## src/rtl/bus_pkg.sv

```systemverilog
// Shared gate encodings, arbiter state type and index-to-gate helper for the bus mux arbiter.
// Pure definitions: no logic, no latency, no flow control.
package bus_pkg;

    localparam logic [3:0] GATE_D0   = 4'b1000;
    localparam logic [3:0] GATE_D1   = 4'b0100;
    localparam logic [3:0] GATE_D2   = 4'b0010;
    localparam logic [3:0] GATE_D3   = 4'b0001;
    localparam logic [3:0] GATE_NONE = 4'b0000;

    typedef enum logic [1:0] {
        IDLE,
        GRANT,
        TURN
    } arb_state_t;

    function automatic logic [3:0] idx2gate(input logic [1:0] idx);
        logic [3:0] g;
        case (idx)
            2'd0:    g = GATE_D0;
            2'd1:    g = GATE_D1;
            2'd2:    g = GATE_D2;
            default: g = GATE_D3;
        endcase
        return g;
    endfunction

endpackage

```

## src/rtl/bus_gate_arbiter_rr_pick.sv

```systemverilog
// Round-robin winner search over four requests, starting at last+1 and ending at last.
// Purely combinational (zero latency); req[3] is source 0.
module rr_pick
    import bus_pkg::*;
(
    input  logic [3:0] req,
    input  logic [1:0] last,
    output logic [1:0] winner,
    output logic       any_req
);

    logic [1:0] cand;

    // Walk from lowest priority (last itself) up to last+1 so the highest-priority hit overwrites.
    always_comb begin
        winner = last;
        cand   = last;
        for (int k = 4; k >= 1; k--) begin
            cand = last + k[1:0];
            if (req[2'd3 - cand]) begin
                winner = cand;
            end
        end
    end

    assign any_req = |req;

endmodule

```

## src/rtl/bus_gate_arbiter.sv

```systemverilog
// Bus owner arbiter: one-hot registered gate, 1-cycle request-to-gate, one idle cycle between owners.
// Ownership held until req[owner] drops; BUS_ARB_PREEMPT_EN adds a hold limit that forces a turn.
module bus_gate_arbiter
    import bus_pkg::*;
#(
    parameter int HOLD_MAX = 15,
    parameter int CNT_W    = 8
) (
    input  logic       Clk,
    input  logic       Reset_n,
    input  logic [3:0] req,
    output logic [3:0] gate,
    output logic [1:0] owner,
    output logic       busy,
    output logic       preempted
);

    if (HOLD_MAX < 2 || HOLD_MAX > 255 || (HOLD_MAX - 1) >= (1 << CNT_W)) begin : g_bad_cfg
        $error("bus_gate_arbiter: HOLD_MAX out of range for CNT_W");
    end

    arb_state_t state_q, state_d;
    logic [3:0] gate_q, gate_d;
    logic [1:0] owner_q, owner_d;
    logic [1:0] last_q, last_d;
    logic [1:0] winner;
    logic       any_req;
    logic       rel_own;

    rr_pick u_rr_pick (
        .req     (req),
        .last    (last_q),
        .winner  (winner),
        .any_req (any_req)
    );

    assign rel_own = ~req[2'd3 - owner_q];

`ifdef BUS_ARB_PREEMPT_EN
    localparam logic [CNT_W-1:0] HOLD_LAST = CNT_W'(HOLD_MAX - 1);

    logic [CNT_W-1:0] hold_q, hold_d;
    logic             pre_q, pre_d;
    logic             other_req;

    assign other_req = |(req & ~idx2gate(owner_q));
`endif

    always_comb begin
        state_d = state_q;
        gate_d  = gate_q;
        owner_d = owner_q;
        last_d  = last_q;
`ifdef BUS_ARB_PREEMPT_EN
        hold_d  = hold_q;
        pre_d   = 1'b0;
`endif
        case (state_q)
            GRANT: begin
                if (rel_own) begin
                    state_d = TURN;
                    gate_d  = GATE_NONE;
`ifdef BUS_ARB_PREEMPT_EN
                end else if (hold_q == HOLD_LAST && other_req) begin
                    state_d = TURN;
                    gate_d  = GATE_NONE;
                    last_d  = owner_q;
                    pre_d   = 1'b1;
                end else if (hold_q != HOLD_LAST) begin
                    hold_d  = hold_q + 1'b1;
`endif
                end
            end
            // IDLE and TURN pick identically; TURN differs only in being entered from GRANT.
            default: begin
                if (any_req) begin
                    state_d = GRANT;
                    owner_d = winner;
                    last_d  = winner;
                    gate_d  = idx2gate(winner);
`ifdef BUS_ARB_PREEMPT_EN
                    hold_d  = '0;
`endif
                end else begin
                    state_d = IDLE;
                    gate_d  = GATE_NONE;
                end
            end
        endcase
    end

    always_ff @(posedge Clk) begin
        if (!Reset_n) begin
            state_q <= IDLE;
            gate_q  <= GATE_NONE;
            owner_q <= 2'd0;
            last_q  <= 2'd3;
        end else begin
            state_q <= state_d;
            gate_q  <= gate_d;
            owner_q <= owner_d;
            last_q  <= last_d;
        end
    end

`ifdef BUS_ARB_PREEMPT_EN
    always_ff @(posedge Clk) begin
        if (!Reset_n) begin
            hold_q <= '0;
            pre_q  <= 1'b0;
        end else begin
            hold_q <= hold_d;
            pre_q  <= pre_d;
        end
    end

    assign preempted = pre_q;
`else
    assign preempted = 1'b0;
`endif

    assign gate  = gate_q;
    assign owner = owner_q;
    assign busy  = |gate_q;

endmodule
```

## config.mk

```make
export PLATFORM = sky130hd
export DESIGN_NAME = bus_gate_arbiter
export DESIGN_NICKNAME = d
export VERILOG_FILES = /design/src/rtl/bus_pkg.sv /design/src/rtl/bus_gate_arbiter_rr_pick.sv /design/src/rtl/bus_gate_arbiter.sv
export SDC_FILE = /design/constraint.sdc
export NUM_CORES = 1
export LEC_CHECK = 0
export ABC_AREA = 1
export BUFFER_PORTS_ARGS = -buffer_cell sky130_fd_sc_hd__buf_2
export CAP_MARGIN = 30
export CELL_PAD_IN_SITES_DETAIL_PLACEMENT = 1
export CELL_PAD_IN_SITES_GLOBAL_PLACEMENT = 1
export CORE_MARGIN = 8
export CORE_UTILIZATION = 37
export DETAILED_ROUTE_END_ITERATION = 10
export PLACE_DENSITY_LB_ADDON = 0.1
export RECOVER_POWER = 50
export SYNTH_ARGS = -nofsm -noshare
export SYNTH_HDL_FRONTEND = slang
export SYNTH_SLANG_ARGS = --single-unit
```

## constraint.sdc

```tcl
create_clock -name Clk -period 3.48 [get_ports Clk]
set_input_delay 0.174 -clock Clk [delete_from_list [all_inputs] [get_ports Clk]]
set_output_delay 0.174 -clock Clk [all_outputs]
set_load 0.02 [all_outputs]
```

==> results.ini, run 1 <==
[worst_setup_path]
end_kind = flip-flop
cp_cell_sequence = inv_6 -> nand2_1 -> nand2_1 -> nand2_1 -> nand2_1 -> inv_1 -> nand2_2 -> nand2_2 -> nand2_2 -> nand2_2 -> nand3_1 -> a21oi_1
crit_family = simple AND/OR/NAND/NOR gates
crit_slowest_cell = dfxtp_1
cp.arrival_ns = 1.79
crit_type = flip-flop to flip-flop
start_kind = flip-flop
cp_max_fo = 9
cp_data_required_time_ns = 3.68
crit_buf_inv = 2
max_stage_delay_ns = 0.60

[synth]
synth.avg_cell_area_um2 = 6.517
synthXorXnorAreaFrac = 0
synth.area.top_cells = dfxtp_1 (34%), nand2_1 (21%), a21oi_1 (7.6%)
yosysWarnings = 0
synthSimpleGateAreaFrac = 0.4030
synth_fa_ha_area_frac = 0
yosys.area.top_type = dfxtp_1
synthCells = 91
async_flop_share = 0
synth_compound_area_frac = 0.1371
muxShareOfSynthArea = 0
synth_most_common_cell = nand2_1
synthFlopType = dfxtp_1
synthTopCellsByCount = nand2_1 (33), dfxtp_1 (10), inv_1 (10)
synth_top_family_by_area = simple AND/OR/NAND/NOR gates
ys_seq_area_frac = 0.3376
synth_edf_count = 0
syn-cell-area_um2 = 593.1
synth_cell_type_count = 20
yosys_register_bits = 10
yosysTopAreaCellShare = 0.3376
synth_fp_nets = 97

[floorplan]
start_util = 0.3937
design.core.area_um2 = 1506
chipWidth_um = 56.04
io_pins = 14
die_height_um = 56.04
rows = 14
die-area_um2 = 3140

[placement]
place_hpwl_um = 1218
io_buffers = 12
dpl-instance-area_um2 = 654.4
gp_congestion = 0.8034
pre_cts_ws_ns = 1.930

[pwr]
pwr_density_cell_nw_per_um2 = 1018
ir_drop_mv = 0.5148
leakage_nw = 0.3477

[detailed_routing]
drtIter0Drc = 3
vias_per_cell = 5.074
drc = 0
wl_per_cell_um = 12.53
ant_nets = 0
num_vias = 614
wl_um = 1516
first_pass_iters = 3

[grt]
grt_pass1_vias = 596
use_met2 = 0.1537
antenna_found_initial = 0
grt_use_total = 0.1034
grt_first_pass_wirelength_um = 2649
globalRouteMet1Util = 0.1244
grt_overflow = 0
grtUsageMet3 = 0.05479
grt_start_max_net_pins = 10
top_usage_layer = met2

[timing]
finalSetupTns_ns = 0
min_period_ns = 1.590
holdWs_ns = 0.1326
tightest_slew_ns = 0.5598
drv_slew = 0
setup_violations = 0
skew_ns = 0.005272
slew_headroom = 0.6254
grt_setup_unrepaired = false
layout_setup_ws_ns = 1.890
max_freq_mhz = 629.1
finalCritPeriodShare = 0.4568
hold_viol = 0

[clocking]
clk_pin_slew_ns = 0.07
clk_latency_ns = 0.27
cts_tree = yes
cts_setup_buffers = 0
ctsHoldBuffers = 0
max-clock-path-buffers = 2
cts_sinks = 10
htreeDepth = 1
cts_inserted_buffers = 3
ctsResizeCount = 0
clock-root-buffer = clkbuf_4

[flow_run]
maxCapViolCount = 0

[worst_hold_path]
worstHoldPathType = primary input to flip-flop

[cells_and_area]
drive_above_1_share = 0.1905
nets = 112
syn_to_final_growth_pct = 14.77
finalInstanceArea_um2 = 680.7
n_antenna_cell = 0
fill_cells = 215

[run_status]
status = finished, final reports clean

==> worst reg2reg max path, delay by kind of cell (launching register included) <==
kind / cells / cell delay, ns
AO/OA/AOI/OAI: 1 / 0.14
buffers and inverters: 2 / 0.16
flip-flops: 1 / 0.60
AND/OR/NAND/NOR: 9 / 0.63
==> path summary, 6_finish.rpt <==
kind,startpoint,to,slack [ns],cells past startpoint
worst max-delay path,last_q[0],gate[3],1.89,12
worst min-delay path,Reset_n,last_q[0],0.13,2
worst max register to register,last_q[0],gate[3],1.89,12
worst min register to register,state_q[1],state_q[1],0.42,1
==> sequential cells by signal, summed over array words and instances, names as in the netlist <==
| name | count |
|---|---|
| last_q | 2 |
| gate | 4 |
| state_q | 2 |
| owner | 2 |
==> through the flow <==
stage	utilization	instances	total power, mW
floorplan	-	91	0.5086
detailed placement	0.4344	117	0.6021
finish	0.4518	121	0.6928
CTS	0.4585	121	0.7110
global route	0.4518	121	0.7675
global placement	0.4344	117	0.5910
==> report_power, final <==
group          internal (mW)  total, mW  switching [mW]
combinational          0.125      0.382           0.257
clock                 0.0636      0.105          0.0416
sequential             0.157      0.206          0.0491
total                  0.345      0.693           0.348
==> cell families after synthesis <==
family | after synthesis
buf+inv | 14
flops | 10
other cells | 1
simple gates | 52
compound gates | 14
==> per-layer routing <==
| layer | vias to the layer above | wire (um) |
|---|---|---|
| li1 | 322 | - |
| met1 | 282 | 711 |
| met2 | 8 | 708 |
| met3 | 2 | 86 |
| met4 | 0 | 9 |
| met5 | - | 0 |
==> cells in the final DEF (no fill, tap or decap), types with 2 or more instances in the layout <==
master and n:
clkbuf_1 6, nand3_1 5, inv_1 10, nor2_1 2
a21oi_1 9, nand2_1 33, nand2_2 6, o211ai_1 3
clkbuf_4 3, dfxtp_1 10, nand4_1 2, nor4_1 2
buf_2 6
==> final cells by class <==
| cell class | count | area, um2 | share of cell area |
|---|---|---|---|
| Inverter | 12 | 50.05 | 0.07353 |
| Clock buffer | 4 | 36.28 | 0.05331 |
| Timing Repair Buffer | 12 | 52.55 | 0.07721 |
| Tap cell | 16 | 20.02 | 0.02941 |
| Sequential cell | 10 | 200.2 | 0.2941 |
| Multi-Input combinational cell | 67 | 321.6 | 0.4724 |
No activity file was read; power rests on OpenSTA's default activity.
==> run 2: changes to the inputs <==
- CORE_UTILIZATION: 37 -> 34
- clock period: 3.48 -> 1.55 ns (I/O delays scaled with it)
==> run 2 against run 1 <==
Against the previous run:
- critical path depth is 1 higher
- highest routed layer unchanged
- critical path type unchanged
- non-clock buffer count is 1 higher
- register-to-register slack worse by 1.7 ns
- utilization fell by 3.4 points
- sequential share of layout area down 0.87 points
- via count down 0.16%
- global-route usage is 0.23 points lower
==> results.ini, run 2 (same netlist as run 1, synthesis figures left out) <==
[run_status]
status = finished, final reports clean

[clocking]
max-clock-path-buffers = 2  ; unchanged
cts_sinks = 10  ; unchanged
clk_latency_ns = 0.27  ; about the same
cts_inserted_buffers = 3  ; unchanged
ctsHoldBuffers = 0  ; unchanged
htreeDepth = 1  ; unchanged
cts_tree = yes
clk_pin_slew_ns = 0.07  ; about the same
clock-root-buffer = clkbuf_4

[grt]
grt_use_total = 0.1010  ; -0.002328
antenna_found_initial = 0  ; unchanged
grt_pass1_vias = 621  ; +4.2%
grt_first_pass_wirelength_um = 2635  ; -0.53%
grt_start_max_net_pins = 10  ; unchanged
grt_overflow = 0  ; unchanged

[detailed_routing]
vias_per_cell = 4.984  ; -1.8%
drtIter0Drc = 10  ; +7
first_pass_iters = 2  ; -1
num_vias = 613  ; -0.16%
wl_per_cell_um = 12.30  ; -1.8%
wl_um = 1513  ; -0.20%
drc = 0  ; unchanged
ant_nets = 0  ; unchanged

[cells_and_area]
nets = 113  ; +0.89%
drive_above_1_share = 0.2170  ; +0.02650
syn_to_final_growth_pct = 18.99
layout_commonest_cell = nand2_1
layout_common_cells = nand2_1 (33), inv_1 (10), a21oi_1 (9), dfxtp_1 (9)
n_antenna_cell = 0  ; unchanged
largest_register_ffs = 4  ; unchanged

[placement]
place_hpwl_um = 1231  ; +1.1%
io_buffers = 12  ; unchanged
gp_congestion = 0.7542  ; -6.1%

[worst_setup_path]
cp_max_fo = 9  ; unchanged
start_kind = flip-flop
crit_type = flip-flop to flip-flop
cp_data_required_time_ns = 1.75  ; -1.93 ns
cp.arrival_ns = 1.58  ; -0.21 ns
end_kind = flip-flop

[worst_hold_path]
worstHoldPathType = primary input to flip-flop

[floorplan]
die_height_um = 57.77  ; +3.1%
rows = 15  ; +1
start_util = 0.3511  ; -0.04258
chipWidth_um = 57.77  ; +3.1%
design.core.area_um2 = 1689  ; +12%
die-area_um2 = 3337  ; +6.3%
io_pins = 14  ; unchanged

[timing]
skew_ns = 0.006222  ; +0.0009498 ns
holdWs_ns = 0.03196  ; -0.1006 ns
finalCritPeriodShare = 0.8867  ; +0.4300
min_period_ns = 1.374  ; -0.2151 ns
finalSetupTns_ns = 0  ; unchanged
setup_violations = 0  ; unchanged
drv_slew = 0  ; unchanged
hold_viol = 0  ; unchanged
max_freq_mhz = 727.6  ; +16%
grt_setup_unrepaired = false

[pwr]
ir_drop_mv = 0.8823  ; +71%
pwr_density_cell_nw_per_um2 = 2287  ; +120%
leakage_nw = 0.3579  ; +3.0%

[flow_run]
maxCapViolCount = 0  ; unchanged

==> run 2: cell count changes in the layout (fill, tap and decap cells not counted) <==
cell	before	now
buf_12	0	1
dfxtp_1	10	9
dfxtp_2	0	1
nor2_1	2	1
nor2_2	0	1
==> run 2: timing repair <==
item / 4_1_cts / 5_1_grt
endpoints found under the setup margin: 0 / 1
buffers inserted: 0 / 0
resized for setup: 0 / 1
==> run 2: routing by layer <==
layer,share of wire,up-vias,track usage,wire (um)
li1,-,322,-,-
met3,0.083,2,0.05740,125
met1,0.46,275,0.1090,691
met2,0.46,14,0.1640,691
met4,0.0026,0,0.03147,4
met5,0,-,0,0
==> run 2: path summary, 6_finish.rpt <==
| check | start | to | slack, ns | cells past startpoint |
|---|---|---|---|---|
| setup / recovery | last_q[0] | gate[3] | 0.18 | 13 |
| hold / removal | Reset_n | last_q[1] | 0.03 | 2 |
| setup reg to reg | last_q[0] | gate[3] | 0.18 | 13 |
| hold reg to reg | state_q[1] | state_q[1] | 0.43 | 1 |
==> run 2: cell type report <==
cell class	instances	area [um2]
inverters	12	50.05
flip-flops and latches	10	201.4
multi-input cells	67	324.1
fillers	239	983.4
repair buffers	13	72.57
well taps	17	21.27
clock buffers	4	36.28
==> run 2: report_power, final <==
| group | switching [mW] | internal, mW |
|---|---|---|
| sequential | 0.0790 | 0.355 |
| clock | 0.0962 | 0.143 |
| combinational | 0.616 | 0.325 |
==> run 2: critical path: stages, from the launching register on <==
cell	delay, ns
dfxtp_1	0.36
buf_12	0.14
inv_6	0.05
nand2_1	0.05
nand2_1	0.05
nand2_1	0.08
nand2_1	0.05
inv_1	0.06
nand2_2	0.06
nand2_2	0.06
nand2_2	0.07
nand2_2	0.07
nand3_1	0.07
a21oi_1	0.14
==> run 2: stage by stage <==
stage / cells / instance area (um2) / setup WS (ns) / power (mW) / util
final: 123 / 705.7 / 0.1756 / 1.614 / 0.4178
after global routing: 123 / 705.7 / 0.01235 / 1.773 / 0.4178
after CTS: 123 / 711.9 / 0.1565 / 1.654 / 0.4215
after detailed placement: 119 / 675.6 / 0.1823 / 1.406 / 0.4000
after global placement: 119 / 675.6 / 0.2050 / 1.390 / 0.4000
after floorplan: 91 / 593.1 / 0.3617 / 1.142 / -
==> run 3: changes to the inputs <==
- CORE_UTILIZATION: 34 -> 37
- SETUP_SLACK_MARGIN: unset -> 0.02
- clock period: 1.55 -> 1.6 ns (I/O delays scaled with it)
==> run 3 against run 2 <==
Against the previous run:
- via count is 2.8% higher
- clock-buffer cell count stayed put
- largest power group unchanged
- sequential share of layout area hardly changed
- clock power is 5% lower
==> results.ini, run 3 (same netlist as run 1, synthesis figures left out) <==
[run_status]
status = finished, final reports clean

[detailed_routing]
drtIter0Drc = 7  ; -3
ant_nets = 0  ; unchanged
first_pass_iters = 4  ; +2
wl_um = 1635  ; +8.1%
drc = 0  ; unchanged
num_vias = 630  ; +2.8%
wl_per_cell_um = 13.40  ; +8.9%
vias_per_cell = 5.164  ; +3.6%

[pwr]
ir_drop_mv = 0.8573  ; -2.8%
leakage_nw = 0.3577  ; about the same
power_frac_comb = 0.589  ; +0.006
pwr_density_cell_nw_per_um2 = 2248  ; -1.7%
switching_share = 0.4967  ; +0.006300
p_switching_uw = 782.4  ; -1.2%
pwr-share-clk = 0.144  ; -0.004
p_seq_frac = 0.267  ; -0.002
internal_power_uw = 792.9  ; -3.6%

[clocking]
clock-root-buffer = clkbuf_4
cts_sinks = 10  ; unchanged
ctsHoldBuffers = 0  ; unchanged
clk_latency_ns = 0.26  ; about the same
cts_tree = yes
cts_setup_buffers = 0  ; unchanged
htreeDepth = 1  ; unchanged
cts_inserted_buffers = 3  ; unchanged
clk_pin_slew_ns = 0.07  ; about the same
max-clock-path-buffers = 2  ; unchanged
ctsResizeCount = 0  ; unchanged

[worst_setup_path]
cp_max_fo = 5  ; -4
max_stage_delay_ns = 0.41  ; +0.05 ns
start_kind = flip-flop
cpMostUsedCell = nand2_1
cp.arrival_ns = 1.53  ; -0.05 ns
crit_end = last_q[0]
crit_buf_inv = 2  ; -1
end_kind = flip-flop
crit_slowest_cell = dfxtp_1
cp_cell_sequence = inv_1 -> nand2_1 -> nand2_1 -> nand2_1 -> nand2_1 -> inv_2 -> nand3_2 -> nand3_1 -> o211ai_1
cp_data_required_time_ns = 1.73  ; -0.02 ns
rr_startpoint = last_q[1]
crit_family = simple AND/OR/NAND/NOR gates
crit_cells = 9  ; -4
worstSetupStartpoint = last_q[1]
r2r_end = last_q[0]
reg2reg_slack_ns = 0.20  ; +0.03 ns
ff2ff_path_depth = 9  ; -4
crit_type = flip-flop to flip-flop

[floorplan]
io_pins = 14  ; unchanged
die_height_um = 56.04  ; -3.0%
rows = 14  ; -1
start_util = 0.3937  ; +0.04258
die-area_um2 = 3140  ; -5.9%
design.core.area_um2 = 1506  ; -11%
chipWidth_um = 56.04  ; -3.0%

[cells_and_area]
layout_commonest_cell = nand2_1
drive_above_1_share = 0.1981  ; -0.01887
utilization = 0.4651  ; +0.04734
syn_to_final_growth_pct = 18.14
nets = 113  ; unchanged
largest_register_ffs = 4  ; unchanged
layout_common_cells = nand2_1 (33), inv_1 (10), dfxtp_1 (10), a21oi_1 (9)
n_antenna_cell = 0  ; unchanged

[timing]
finalCritPeriodShare = 0.8741  ; -0.01267
slew_headroom = 0.6112
grt_setup_unrepaired = false
finalSetupTns_ns = 0  ; unchanged
setup_violations = 0  ; unchanged
min_period_ns = 1.398  ; +0.02407 ns
skew_ns = 0.001136  ; -0.005086 ns
hold_viol = 0  ; unchanged
drv_slew = 0  ; unchanged
holdWs_ns = 0.05816  ; +0.02620 ns
max_freq_mhz = 715.1  ; -1.7%
layout_setup_ws_ns = 0.2015  ; +0.02593 ns
tightest_slew_ns = 0.5811

[flow_run]
maxCapViolCount = 0  ; unchanged

[grt]
antenna_found_initial = 0  ; unchanged
grt_first_pass_wirelength_um = 2918  ; +11%
grt_use_total = 0.1093  ; +0.008297
grt_overflow = 0  ; unchanged
grt_pass1_vias = 651  ; +4.8%
grt_start_max_net_pins = 10  ; unchanged

[worst_hold_path]
holdCritStartpoint = Reset_n
worstHoldPathType = primary input to flip-flop

[placement]
place_hpwl_um = 1317  ; +7.0%
io_buffers = 12  ; unchanged
gp_congestion = 0.7275  ; -3.5%
pre_cts_ws_ns = 0.2214  ; +0.03904 ns

## run 3: changes by cell type in the layout (fill, tap and decap cells not counted)
cell / previous run / this run
dfxtp_2: 1 / 0
nor2_1: 1 / 2
nor2_2: 1 / 0
dfxtp_1: 9 / 10
## run 3: stage by stage
stage	instances	area, um2	power, mW
after global placement	118	674.4	1.341
after floorplan	91	593.1	1.106
after global routing	122	700.7	1.724
after CTS	122	710.7	1.613
final	122	700.7	1.575
after detailed placement	118	674.4	1.377
## run 3: how the worst min path moves through the flow
stage,cells after the start,slack [ns],endpoint
global route,2,0.04,last_q[0]
global placement,2,0.31,last_q[1]
CTS,2,0.05,last_q[0]
floorplan,1,0.18,last_q[1]
detailed placement,2,0.33,last_q[1]
finish,2,0.06,last_q[1]
## run 3: power by group through the flow
stage	Clock (mW)	Combinational [mW]	Sequential (mW)
2_1_floorplan	0	0.623	0.483
3_3_place_gp	0	0.919	0.422
3_5_place_dp	0	0.956	0.421
4_1_cts	0.232	0.962	0.419
5_1_grt	0.247	1.04	0.433
6_report	0.226	0.928	0.421
## run 3: worst reg2reg max path: cells and delay by family, from the launching register on
| family | cells | cell delay (ns) |
|---|---|---|
| AO/OA/AOI/OAI | 1 | 0.10 |
| buffers and inverters | 2 | 0.19 |
| AND/OR/NAND/NOR | 6 | 0.56 |
| flip-flops | 1 | 0.41 |
## run 3: routing by layer
layer | wire (um) | vias to the layer above | share of wire | track usage
met5 | 0 | - | 0 | 0
met2 | 812 | 11 | 0.50 | 0.1823
met4 | 7 | 0 | 0.0043 | 0.02062
met3 | 81 | 2 | 0.050 | 0.05023
li1 | - | 325 | - | -
met1 | 733 | 292 | 0.45 | 0.1245
## run 3: area by class of cell
class,instances,area (um2)
multi-input combinational,67,321.6
tap,16,20.02
inverter,12,50.05
timing repair buffer,13,72.57
sequential,10,200.2
fill,222,805.8
clock buffer,4,36.28
